===== config.mk =====
export PLATFORM = sky130hd
export DESIGN_NAME = ecc_130_enc_wr_stage_flat
export DESIGN_NICKNAME = d
export VERILOG_FILES = /design/src/rtl/ecc_130_enc_wr_stage_if.sv /design/src/rtl/ecc_130_enc_wr_stage.sv /design/src/flat_wrapper.sv
export SDC_FILE = /design/constraint.sdc
export NUM_CORES = 1
export LEC_CHECK = 0
export ABC_CLOCK_PERIOD_IN_PS = 3600
export CORE_MARGIN = 2
export CORE_UTILIZATION = 45
export CTS_CLUSTER_SIZE = 25
export DETAILED_ROUTE_END_ITERATION = 7
export MAX_ROUTING_LAYER = met4
export PLACE_DENSITY = 0.81
export SLEW_MARGIN = 20
export SYNTH_ARGS = -nofsm -noshare
export SYNTH_HDL_FRONTEND = slang
export SYNTH_SLANG_ARGS = --single-unit

===== constraint.sdc =====
create_clock -name clk -period 3.6 [get_ports clk]
set_clock_uncertainty 0.1 [all_clocks]
set_input_delay 0.54 -clock clk [delete_from_list [all_inputs] [get_ports clk]]
set_output_delay 0.54 -clock clk [all_outputs]
set_load 0.02 [all_outputs]

===== src/rtl/ecc_130_enc_wr_stage_if.sv =====
// Valid/ready bundle between the FIFO write requester, the encoder stage and the storage array.
// The slave side is the encoder stage; the master side drives beats in and drains them.
interface ecc_130_enc_wr_stage_if #(
    parameter int DATA_WIDTH   = 130,
    parameter int PARITY_WIDTH = 9
);
    logic                    in_valid;
    logic                    in_ready;
    logic [DATA_WIDTH-1:0]   in_data;
    logic                    out_valid;
    logic                    out_ready;
    logic [DATA_WIDTH-1:0]   out_data;
    logic [PARITY_WIDTH-1:0] out_parity;
    logic                    out_fault;

    modport slave (
        input  in_valid, in_data, out_ready,
        output in_ready, out_valid, out_data, out_parity, out_fault
    );

    modport master (
        output in_valid, in_data, out_ready,
        input  in_ready, out_valid, out_data, out_parity, out_fault
    );
endinterface


===== src/rtl/ecc_130_enc_wr_stage.sv =====
// Registered write-side SECDED encoder for 130-bit FIFO words with lockstep-checked parity
// generation, sticky fault status and one-shot single/double-bit error injection.
module ecc_130_enc_wr_stage #(
    parameter int DATA_WIDTH   = 130,
    parameter int PARITY_WIDTH = 9
) (
    input  logic                         clk,
    input  logic                         rst,
    ecc_130_enc_wr_stage_if.slave        bus,
    input  logic                         bypass,
    input  logic                         ecc_fault_detc_en,
    input  logic                         lock_tst,
    input  logic                         inj_sbit_req,
    input  logic                         inj_dbit_req,
    output logic                         inj_armed,
    output logic                         ecc_fault,
    output logic                         fault_sticky,
    output logic [7:0]                   fault_cnt,
    input  logic                         fault_clr
);

    localparam int CW_LEN = DATA_WIDTH + PARITY_WIDTH - 1;

    typedef enum logic [1:0] {
        INJ_IDLE,
        INJ_SBIT,
        INJ_DBIT
    } inj_state_e;

    // Hamming positions 1..CW_LEN; data bits occupy the non-power-of-two slots in order.
    function automatic logic [PARITY_WIDTH-1:0] encode(input logic [DATA_WIDTH-1:0] d);
        logic [PARITY_WIDTH-1:0] p;
        logic [7:0]              di;
        logic [7:0]              pos_b;
        p  = '0;
        di = 8'd0;
        for (int pos = 1; pos <= CW_LEN; pos++) begin
            pos_b = 8'(pos);
            if ((pos_b & (pos_b - 8'd1)) != 8'd0) begin
                if (d[di]) p[7:0] = p[7:0] ^ pos_b;
                di = di + 8'd1;
            end
        end
        p[PARITY_WIDTH-1] = ^{d, p[7:0]};
        return p;
    endfunction

    inj_state_e              inj_state_q, inj_state_d;
    logic                    inj_armed_q;
    logic                    out_valid_q;
    logic [DATA_WIDTH-1:0]   out_data_q, out_data_d;
    logic [PARITY_WIDTH-1:0] out_parity_q, out_parity_d;
    logic                    out_fault_q;
    logic                    ecc_fault_q;
    logic                    fault_sticky_q, fault_sticky_d;
    logic [7:0]              fault_cnt_q, fault_cnt_d;

    logic                    accept;
    logic                    beat_fault;
    logic                    fault_acc;
    logic [1:0]              inj_mask;
    logic [PARITY_WIDTH-1:0] par_c0, par_c1, par_c1_chk;

    assign bus.in_ready = ~out_valid_q | bus.out_ready;
    assign accept       = bus.in_valid & bus.in_ready;

    // Both copies must survive synthesis as separate logic for the compare to mean anything.
    assign par_c0     = encode(bus.in_data);
    assign par_c1     = encode(bus.in_data);
    assign par_c1_chk = par_c1 ^ {{(PARITY_WIDTH-1){1'b0}}, lock_tst};
    assign beat_fault = ecc_fault_detc_en & ~bypass & (par_c0 != par_c1_chk);
    assign fault_acc  = accept & beat_fault;

    always_comb begin
        // NOTE: every variable gets a default before any branch so no latch is inferred.
        inj_state_d = accept ? INJ_IDLE : inj_state_q;
        if (inj_dbit_req) begin
            inj_state_d = INJ_DBIT;
        end else if (inj_sbit_req && (inj_state_d != INJ_DBIT)) begin
            inj_state_d = INJ_SBIT;
        end

        unique case (inj_state_q)
            INJ_SBIT: inj_mask = 2'b01;
            INJ_DBIT: inj_mask = 2'b11;
            default:  inj_mask = 2'b00;
        endcase

        out_data_d   = bus.in_data ^ {{(DATA_WIDTH-2){1'b0}}, inj_mask};
        out_parity_d = bypass ? '0 : par_c0;

        fault_sticky_d = fault_sticky_q;
        fault_cnt_d    = fault_cnt_q;
        if (fault_clr) begin
            fault_sticky_d = fault_acc;
            fault_cnt_d    = fault_acc ? 8'd1 : 8'd0;
        end else if (fault_acc) begin
            fault_sticky_d = 1'b1;
            if (fault_cnt_q != 8'hFF) fault_cnt_d = fault_cnt_q + 8'd1;
        end
    end

    always_ff @(posedge clk) begin
        // NOTE: sequential state uses non-blocking assignments so all registers update together.
        if (rst) begin
            // NOTE: the datapath register is reset as well because out_data/out_parity must read 0.
            inj_state_q    <= INJ_IDLE;
            inj_armed_q    <= 1'b0;
            out_valid_q    <= 1'b0;
            out_data_q     <= '0;
            out_parity_q   <= '0;
            out_fault_q    <= 1'b0;
            ecc_fault_q    <= 1'b0;
            fault_sticky_q <= 1'b0;
            fault_cnt_q    <= 8'd0;
        end else begin
            inj_state_q    <= inj_state_d;
            inj_armed_q    <= (inj_state_d != INJ_IDLE);
            ecc_fault_q    <= fault_acc;
            fault_sticky_q <= fault_sticky_d;
            fault_cnt_q    <= fault_cnt_d;
            if (accept) begin
                out_valid_q  <= 1'b1;
                out_data_q   <= out_data_d;
                out_parity_q <= out_parity_d;
                out_fault_q  <= beat_fault;
            end else if (bus.out_ready) begin
                out_valid_q  <= 1'b0;
            end
        end
    end

    assign bus.out_valid  = out_valid_q;
    assign bus.out_data   = out_data_q;
    assign bus.out_parity = out_parity_q;
    assign bus.out_fault  = out_fault_q;
    assign inj_armed      = inj_armed_q;
    assign ecc_fault      = ecc_fault_q;
    assign fault_sticky   = fault_sticky_q;
    assign fault_cnt      = fault_cnt_q;

endmodule


===== src/flat_wrapper.sv =====
// flat-port wrapper written by rule: the top's interface ports become plain ports
module ecc_130_enc_wr_stage_flat 
#(
    parameter int DATA_WIDTH   = 130,
    parameter int PARITY_WIDTH = 9
)
  (clk, rst, bypass, ecc_fault_detc_en, lock_tst, inj_sbit_req, inj_dbit_req, inj_armed, ecc_fault, fault_sticky, fault_cnt, fault_clr, bus_in_valid, bus_in_data, bus_out_ready, bus_in_ready, bus_out_valid, bus_out_data, bus_out_parity, bus_out_fault);
  ecc_130_enc_wr_stage_if #(.DATA_WIDTH(DATA_WIDTH), .PARITY_WIDTH(PARITY_WIDTH)) bus_i ();
  input  logic clk;
  input  logic rst;
  input  logic bypass;
  input  logic ecc_fault_detc_en;
  input  logic lock_tst;
  input  logic inj_sbit_req;
  input  logic inj_dbit_req;
  output logic inj_armed;
  output logic ecc_fault;
  output logic fault_sticky;
  output logic [7:0] fault_cnt;
  input  logic fault_clr;
  input wire logic [$bits(bus_i.in_valid)-1:0] bus_in_valid;
  input wire logic [$bits(bus_i.in_data)-1:0] bus_in_data;
  input wire logic [$bits(bus_i.out_ready)-1:0] bus_out_ready;
  output wire logic [$bits(bus_i.in_ready)-1:0] bus_in_ready;
  output wire logic [$bits(bus_i.out_valid)-1:0] bus_out_valid;
  output wire logic [$bits(bus_i.out_data)-1:0] bus_out_data;
  output wire logic [$bits(bus_i.out_parity)-1:0] bus_out_parity;
  output wire logic [$bits(bus_i.out_fault)-1:0] bus_out_fault;
  assign bus_i.in_valid = bus_in_valid;
  assign bus_i.in_data = bus_in_data;
  assign bus_i.out_ready = bus_out_ready;
  assign bus_in_ready = bus_i.in_ready;
  assign bus_out_valid = bus_i.out_valid;
  assign bus_out_data = bus_i.out_data;
  assign bus_out_parity = bus_i.out_parity;
  assign bus_out_fault = bus_i.out_fault;
  ecc_130_enc_wr_stage #(.DATA_WIDTH(DATA_WIDTH), .PARITY_WIDTH(PARITY_WIDTH)) u_core (.clk(clk), .rst(rst), .bus(bus_i), .bypass(bypass), .ecc_fault_detc_en(ecc_fault_detc_en), .lock_tst(lock_tst), .inj_sbit_req(inj_sbit_req), .inj_dbit_req(inj_dbit_req), .inj_armed(inj_armed), .ecc_fault(ecc_fault), .fault_sticky(fault_sticky), .fault_cnt(fault_cnt), .fault_clr(fault_clr));
endmodule

==> results of run 1 <==
[per-layer routing]
| metal | track usage [%] | wire [um] | vias up | part of all wire, % |
|---|---|---|---|---|
| met1 | 33.7 | 10500 | 3406 | 42 |
| met3 | 6.41 | 1720 | 37 | 6.9 |
| met2 | 44.8 | 12200 | 239 | 49 |
| li1 | - | - | 3561 | - |
| met4 | 9.66 | 615 | 0 | 2.5 |
| met5 | - | 0 | - | 0 |
[sequential cells by signal, summed over array words and instances, names as in the netlist]
signal,count
u_core.bus.out_data,130
u_core.bus.out_parity,9
u_core.fault_cnt,8
u_core.inj_state_q,2
u_core.bus.out_fault,1
u_core.bus.out_valid,1
u_core.ecc_fault,1
u_core.fault_sticky,1
u_core.inj_armed,1
[cells in the final DEF (no fill, tap or decap), types with 4 or more instances in the layout]
cell               n
clkdlybuf4s50_1  291
a22oi_1            5
a21oi_1          138
xnor3_1           28
bufinv_16          4
xor2_1            44
clkinvlp_4         4
nor2_1            18
clkbuf_16         17
inv_6              4
dfxtp_1          154
xnor2_1          172
buf_4             59
nand2_1          267
[metrics by stage]
stage	power [W]	hold slack [ns]
after detailed placement	0.00584	0.345
after global routing	0.00812	0.365
final	0.00778	0.352
after CTS	0.00783	0.354
after global placement	0.00574	0.337
after floorplan	0.00462	0.412
[kinds of logic (layout without fill, tap and decap cells)]
family	after synthesis	count (layout)	share of synthesized area, %
AND/OR/NAND/NOR	302	302	14.9
XOR/XNOR	249	249	33.3
flip-flops	154	154	39.1
AO/OA/AOI/OAI	149	149	9.84
buffers and inverters	50	386	2.40
adder cells (fa/ha/maj)	2	2	0.317
multiplexers	1	1	0.127
[power by group through the flow]
stage	combinational (W)	clock (W)	sequential (W)
floorplan	0.00252	0	0.00210
detailed placement	0.00390	0	0.00194
finish	0.00389	0.00198	0.00191
global route	0.00412	0.00208	0.00192
CTS	0.00392	0.00201	0.00191
global placement	0.00380	0	0.00194
[final timing paths]
path	start	to	slack, ns	cells after the start
worst min register to register	u_core.bus.out_data[50]$_SDFFE_PP0P_	u_core.bus.out_data[50]$_SDFFE_PP0P_	0.35	2
worst min-delay path	u_core.bus.out_data[50]$_SDFFE_PP0P_	u_core.bus.out_data[50]$_SDFFE_PP0P_	0.35	2
worst max-delay path	bus_in_data[15]	u_core.bus.out_parity[8]$_SDFFE_PP0P_	0.15	10
worst max register to register	u_core.bus.out_valid$_SDFFE_PP0P_	u_core.fault_cnt[7]$_SDFFE_PP0P_	1.37	8
[layout make-up]
class / instances / area, sq um
multi-input combinational: 703 / 4620
timing repair buffer: 352 / 3400
clock inverter: 12 / 185
inverter: 2 / 7.51
clock buffer: 20 / 467
sequential: 154 / 3080
fill: 1397 / 5190
tap: 225 / 282
[critical path, delay by kind of cell]
| kind | cells | cell delay (ns) |
|---|---|---|
| AO/OA/AOI/OAI | 1 | 0.12 |
| XOR/XNOR | 7 | 2.41 |
| buffers and inverters | 1 | 0.52 |
| AND/OR/NAND/NOR | 1 | 0.05 |
==> results.md, run 1 <==
- Root Buffer: clkbuf_16
- Layout area overhead: 52.7%
- Setup Buffers After CTS: 0
- Clock Tree Buf Depth: 2
- Area contributors post-synth: dfxtp_1 (39%), xnor2_1 (19%), nand2_1 (13%), a21oi_1 (8.8%), xnor3_1 (8.0%)
- Die area: about 19000 sq um
- Global-route usage over all layers: 27.6%
- Core area: 17200 sq um
- Status: complete, no violations
- Worst-path clk slew: 0.06 ns
- Synth cell count leaders: nand2_1 (268), xnor2_1 (172), dfxtp_1 (154)
- Cell Rows: 48
- Nets: 1372
- Overflow after GRT: 0
- Share of layout cells above drive strength 1: roughly 8.2%
- CTS resizes: 0
- EDFF count, synth: 0
- Peak VDD IR: between 0.7 and 0.8 mV
- Startpoint Class: primary input
- Share of the clock period used by the worst path: between 90% and 100%
- Switching Power: roughly 0.0024 W
- Diodes inserted: 0
- Post-synth top area share: 39.1%
- Num CTS Buffers: 17
- Setup tns final: 0 ns
- Routability cong.: 0.886
- Pleak: approximately 4.7 nW
- Seq pwr share: 24.5%
- Final cell count without fillers: 1468
- Synthesized netlist cell count: approximately 910
- Pint: 0.00541 W
- Clk_lat worst skew: 0.42 ns
- Final Core Density: around 70%
- Finished Cell Area: 12000 sq um
- Crit path largest cell delay: between 0.5 and 0.6 ns
- Critical path required time: 3.80 ns
- Fmax: 0.290 GHz
- Critical path class: primary input to flop
- Cts hold-fix bufs: 0
- Crit-path slowest cell: clkdlybuf4s50_1
- CP Max Fanout: 2
- Actual slew at the worst max-slew pin: 0.807 ns
- Pin count of the biggest net entering global routing: 75
- Yosys reg bits: 154
- Count leader, synth: nand2_1
- CTS tree: done
- Hold Crit Class: flop to flop
- Placed Cells: roughly 1400
- Sink Count: ~150
- Pwr/cell area: 646 nW/um^2
- Synthesized Nets: 1049
- Antenna violations before repair: 0
- Detailed Routing Iterations Pass 1: 5
- Max Slew Vio Count: 0
- # Max-Cap Violations: 0
- DR WL/cell: 17.0 um
- Initial core utilization: 45.8%
- # DRC: 0
- CP most frequent cell: xnor3_1
- Syn avg cell area: 8.69 sq um
- Worst Path Arrival: 3.65 ns
- Place WS: -0.275 ns
- Dpl hpwl: about 19000 um
- Synth Flop Type: dfxtp_1
- Vias in the first global route: 7108
- Drt initial violations: 356
- Net Sw Frac: 30.4%
- Final setup viols: 0
- Hold Fails Final Rpt: 0
- Dpl cell area: 11400 sq um
- CTS H-tree lvls: 4
- Top-Level Pins: 293
- Synth cell types: 33
- Post-Route WL: about 25000 um
- Antenna viol nets, final: 0
- Post-synth top area cell: dfxtp_1
- Ys Warns: 0
- Endpoint class of the critical path: flop
- Die width: 136 um
- RSZ-0062 raised after global routing: false
- Final setup margin: 0.149 ns
- FFs w/ async S/R, synth: 0%
- Die Span Y: 136 um
- Sequential cell area fraction in the yosys report: about two fifths
- Port Buf Inserts: 292
- Gate power share: 50.1%
- Via/cell ratio: 4.93
- Worst path cell trace: clkdlybuf4s50_1 -> xnor3_1 -> xnor3_1 -> xnor3_1 -> xnor2_2 -> xor3_2 -> xor2_2 -> xnor3_1 -> a22oi_2 -> nor2_1
- Slew HR: a little under half
- Netlist Area Pre-Place: 7890 sq um
- Clock power share: 25.4%
- First-pass GRT wire length: 37600 um
- Final min period: 3.45 ns
- DR vias: just over 7000
No activity file was read; power rests on OpenSTA's default activity.
==> run 2, diff against run 1 <==
--- a/config.mk
+++ b/config.mk
@@ -12,6 +12,7 @@
 export DETAILED_ROUTE_END_ITERATION = 7
 export MAX_ROUTING_LAYER = met4
 export PLACE_DENSITY = 0.81
+export SKIP_CTS_REPAIR_TIMING = 1
 export SLEW_MARGIN = 20
 export SYNTH_ARGS = -nofsm -noshare
 export SYNTH_HDL_FRONTEND = slang
==> results of run 2 <==
Final layout, timing and power as in run 1 (identical DEF).
==> run 3, diff against run 2 <==
--- a/config.mk
+++ b/config.mk
@@ -6,7 +6,7 @@
 export NUM_CORES = 1
 export LEC_CHECK = 0
 export ABC_CLOCK_PERIOD_IN_PS = 3600
-export CORE_MARGIN = 2
+export CORE_MARGIN = 4
 export CORE_UTILIZATION = 45
 export CTS_CLUSTER_SIZE = 25
 export DETAILED_ROUTE_END_ITERATION = 7
==> run 3 against run 2 <==
Net effect: sequential share of layout area rose by 0.056 points; wire length up 1.7%; setup slack improved by 0.054 ns; final cell count unchanged.
==> results.md, run 3 (synthesized netlist as in run 1, its figures left out) <==
- Sink Count: 154 (unchanged)
- Die width: 140 um (was 136 um)
- Finished Cell Area: 12000 sq um (about the same)
- Dpl hpwl: 19200 um (was 19100 um)
- Clk_lat worst skew: 0.42 ns (about the same)
- Max Slew Vio Count: 0 (unchanged)
- Hold Crit Class: flop to flop (unchanged)
- Share of the clock period used by the worst path: 94.4% (was 95.9%)
- Detailed Routing Iterations Pass 1: 5 (unchanged)
- CP Max Fanout: 3 (was 2)
- Pleak: 4.65 nW (was 4.66 nW)
- R2r endpoint: u_core.fault_cnt[7]$_SDFFE_PP0P_ (unchanged)
- Slew HR: 40.4% (was 46.2%)
- Dpl cell area: 11400 sq um (about the same)
- # DRC: 0 (unchanged)
- Final setup viols: 0 (unchanged)
- Hold Crit Start: u_core.bus.out_data[33]$_SDFFE_PP0P_ (was u_core.bus.out_data[50]$_SDFFE_PP0P_)
- RSZ-0062 raised after global routing: false (unchanged)
- Hold path endpoint: u_core.bus.out_data[33]$_SDFFE_PP0P_ (was u_core.bus.out_data[50]$_SDFFE_PP0P_)
- Peak VDD IR: 0.629 mV (was 0.776 mV)
- Global-route usage over all layers: 26.2% (was 27.6%)
- DR WL/cell: 17.3 um (was 17.0 um)
- Critical path class: primary input to flop (unchanged)
- Die Span Y: 140 um (was 136 um)
- Pin count of the biggest net entering global routing: 133 (was 75)
- Port Buf Inserts: 292 (unchanged)
- Drt initial violations: 311 (was 356)
- # Max-Cap Violations: 0 (unchanged)
- Antenna viol nets, final: 0 (unchanged)
- Num CTS Buffers: 17 (unchanged)
- Clock Tree Buf Depth: 2 (unchanged)
- First-pass GRT wire length: 39500 um (was 37600 um)
- Nets: 1372 (unchanged)
- Most common cell after layout, fill and taps aside: clkdlybuf4s50_1 (unchanged)
- Overflow after GRT: 0 (unchanged)
- Via/cell ratio: 4.93 (about the same)
- DR vias: 7233 (was 7243)
- Hold Fails Final Rpt: 0 (unchanged)
- Top-Level Pins: 293 (unchanged)
- Share of layout cells above drive strength 1: 8.05% (was 8.21%)
- Die area: 19700 sq um (was 18600 sq um)
- Fmax: 0.294 GHz (was 0.290 GHz)
- Status: complete, no violations (unchanged)
- Routability cong.: 0.858 (was 0.886)
- Hold path cells: 2 (unchanged)
- Final min period: 3.40 ns (was 3.45 ns)
- Vias in the first global route: 7418 (was 7108)
- Initial core utilization: 45.8% (unchanged)
- Root Buffer: clkbuf_16 (unchanged)
- Cell Rows: 48 (unchanged)
- Depth of the most critical reg-to-reg path: 8 (unchanged)
- Post-Route WL: 25500 um (was 25000 um)
- Worst-path clk slew: 0.06 ns (about the same)
- Pwr/cell area: 637 nW/um^2 (was 646 nW/um^2)
- R2R setup slack: 1.43 ns (was 1.37 ns)
- Worst Path Arrival: 3.56 ns (was 3.65 ns)
- Antenna violations before repair: 0 (unchanged)
- Layout area overhead: 52.4% (was 52.7%)
- Most frequent cells in the layout: clkdlybuf4s50_1 (290), nand2_1 (267), xnor2_1 (172) (was clkdlybuf4s50_1 (291), nand2_1 (267), xnor2_1 (172))
- CTS tree: done (unchanged)
- CTS H-tree lvls: 4 (unchanged)
- Critical path required time: 3.77 ns (was 3.80 ns)
- Startpoint Class: primary input (unchanged)
- Core area: 17200 sq um (unchanged)
- Reg2reg start: u_core.bus.out_valid$_SDFFE_PP0P_ (unchanged)
- Actual slew at the worst max-slew pin: 0.894 ns (was 0.807 ns)
- Endpoint class of the critical path: flop (unchanged)
- Largest register FFs: 130 (unchanged)
- Total power: 0.00766 W (was 0.00778 W)
- Fill count: 1350 (was 1397)
- Diodes inserted: 0 (unchanged)
[run 3: changes by cell type in the layout (fill, tap and decap cells not counted), sizes merged]
cell           previous run  this run
bufinv                    4         3
clkdlybuf4s50           291       290
inv                       6         5
clkinv                    0         3
clkinvlp                  4         3
dlymetal6s2s              0         1
[run 3: power by group]
group	internal [W]	switching (W)
registers	0.00184	0.0000688
clock network	0.00112	0.000755
logic	0.00234	0.00153
total	0.00530	0.00235
[run 3: worst max-delay path by stage]
stage / endpoint / cells after the start / startpoint
2_1_floorplan: u_core.bus.out_parity[8]$_SDFFE_PP0P_ / 9 / bus_in_data[15]
3_3_place_gp: u_core.bus.out_parity[8]$_SDFFE_PP0P_ / 10 / bus_in_data[15]
3_5_place_dp: u_core.bus.out_parity[8]$_SDFFE_PP0P_ / 10 / bus_in_data[15]
4_1_cts: u_core.bus.out_parity[8]$_SDFFE_PP0P_ / 10 / bus_in_data[15]
5_1_grt: u_core.bus.out_parity[8]$_SDFFE_PP0P_ / 10 / bus_in_data[23]
6_report: u_core.bus.out_parity[8]$_SDFFE_PP0P_ / 10 / bus_in_data[23]
[run 3: critical path, cell delays in order]
cell and delay [ns]:
clkdlybuf4s50_1 0.53, xnor3_1 0.35, xnor3_1 0.42, xnor3_1 0.45, xnor2_2 0.16, xor3_2 0.41
xor2_2 0.19, xnor3_1 0.34, a22oi_2 0.12, nor2_1 0.06
[run 3: layer usage]
layer  wire [um]  GRT usage [%]  share of wire (%)
met3        1740           6.15                6.8
met2       12300           43.1                 48
met5           0              -                  0
met1       10700           31.5                 42
met4         690           9.13                2.7
[run 3: final cells by class]
| class | instances | area [sq um] | area share (%) |
|---|---|---|---|
| clock buffer | 20 | 447 | 3.72 |
| clock inverter | 12 | 164 | 1.36 |
| inverter | 2 | 7.51 | 0.0625 |
| multi-input combinational | 703 | 4620 | 38.5 |
| sequential | 154 | 3080 | 25.7 |
| tap | 225 | 282 | 2.34 |
| timing repair buffer | 352 | 3410 | 28.4 |
[run 3: stage by stage]
| step | setup slack (ns) | setup TNS, ns | util (%) | instances | hold slack, ns |
|---|---|---|---|---|---|
| CTS | 0.127 | 0 | 69.7 | 1468 | 0.355 |
| detailed placement | -0.315 | -0.397 | 66.2 | 1436 | 0.346 |
| floorplan | 0.412 | 0 | - | 907 | 0.412 |
| finish | 0.203 | 0 | 69.7 | 1468 | 0.352 |
| global placement | -0.252 | -0.278 | 66.2 | 1436 | 0.340 |
| global route | 0.0353 | 0 | 69.7 | 1468 | 0.366 |
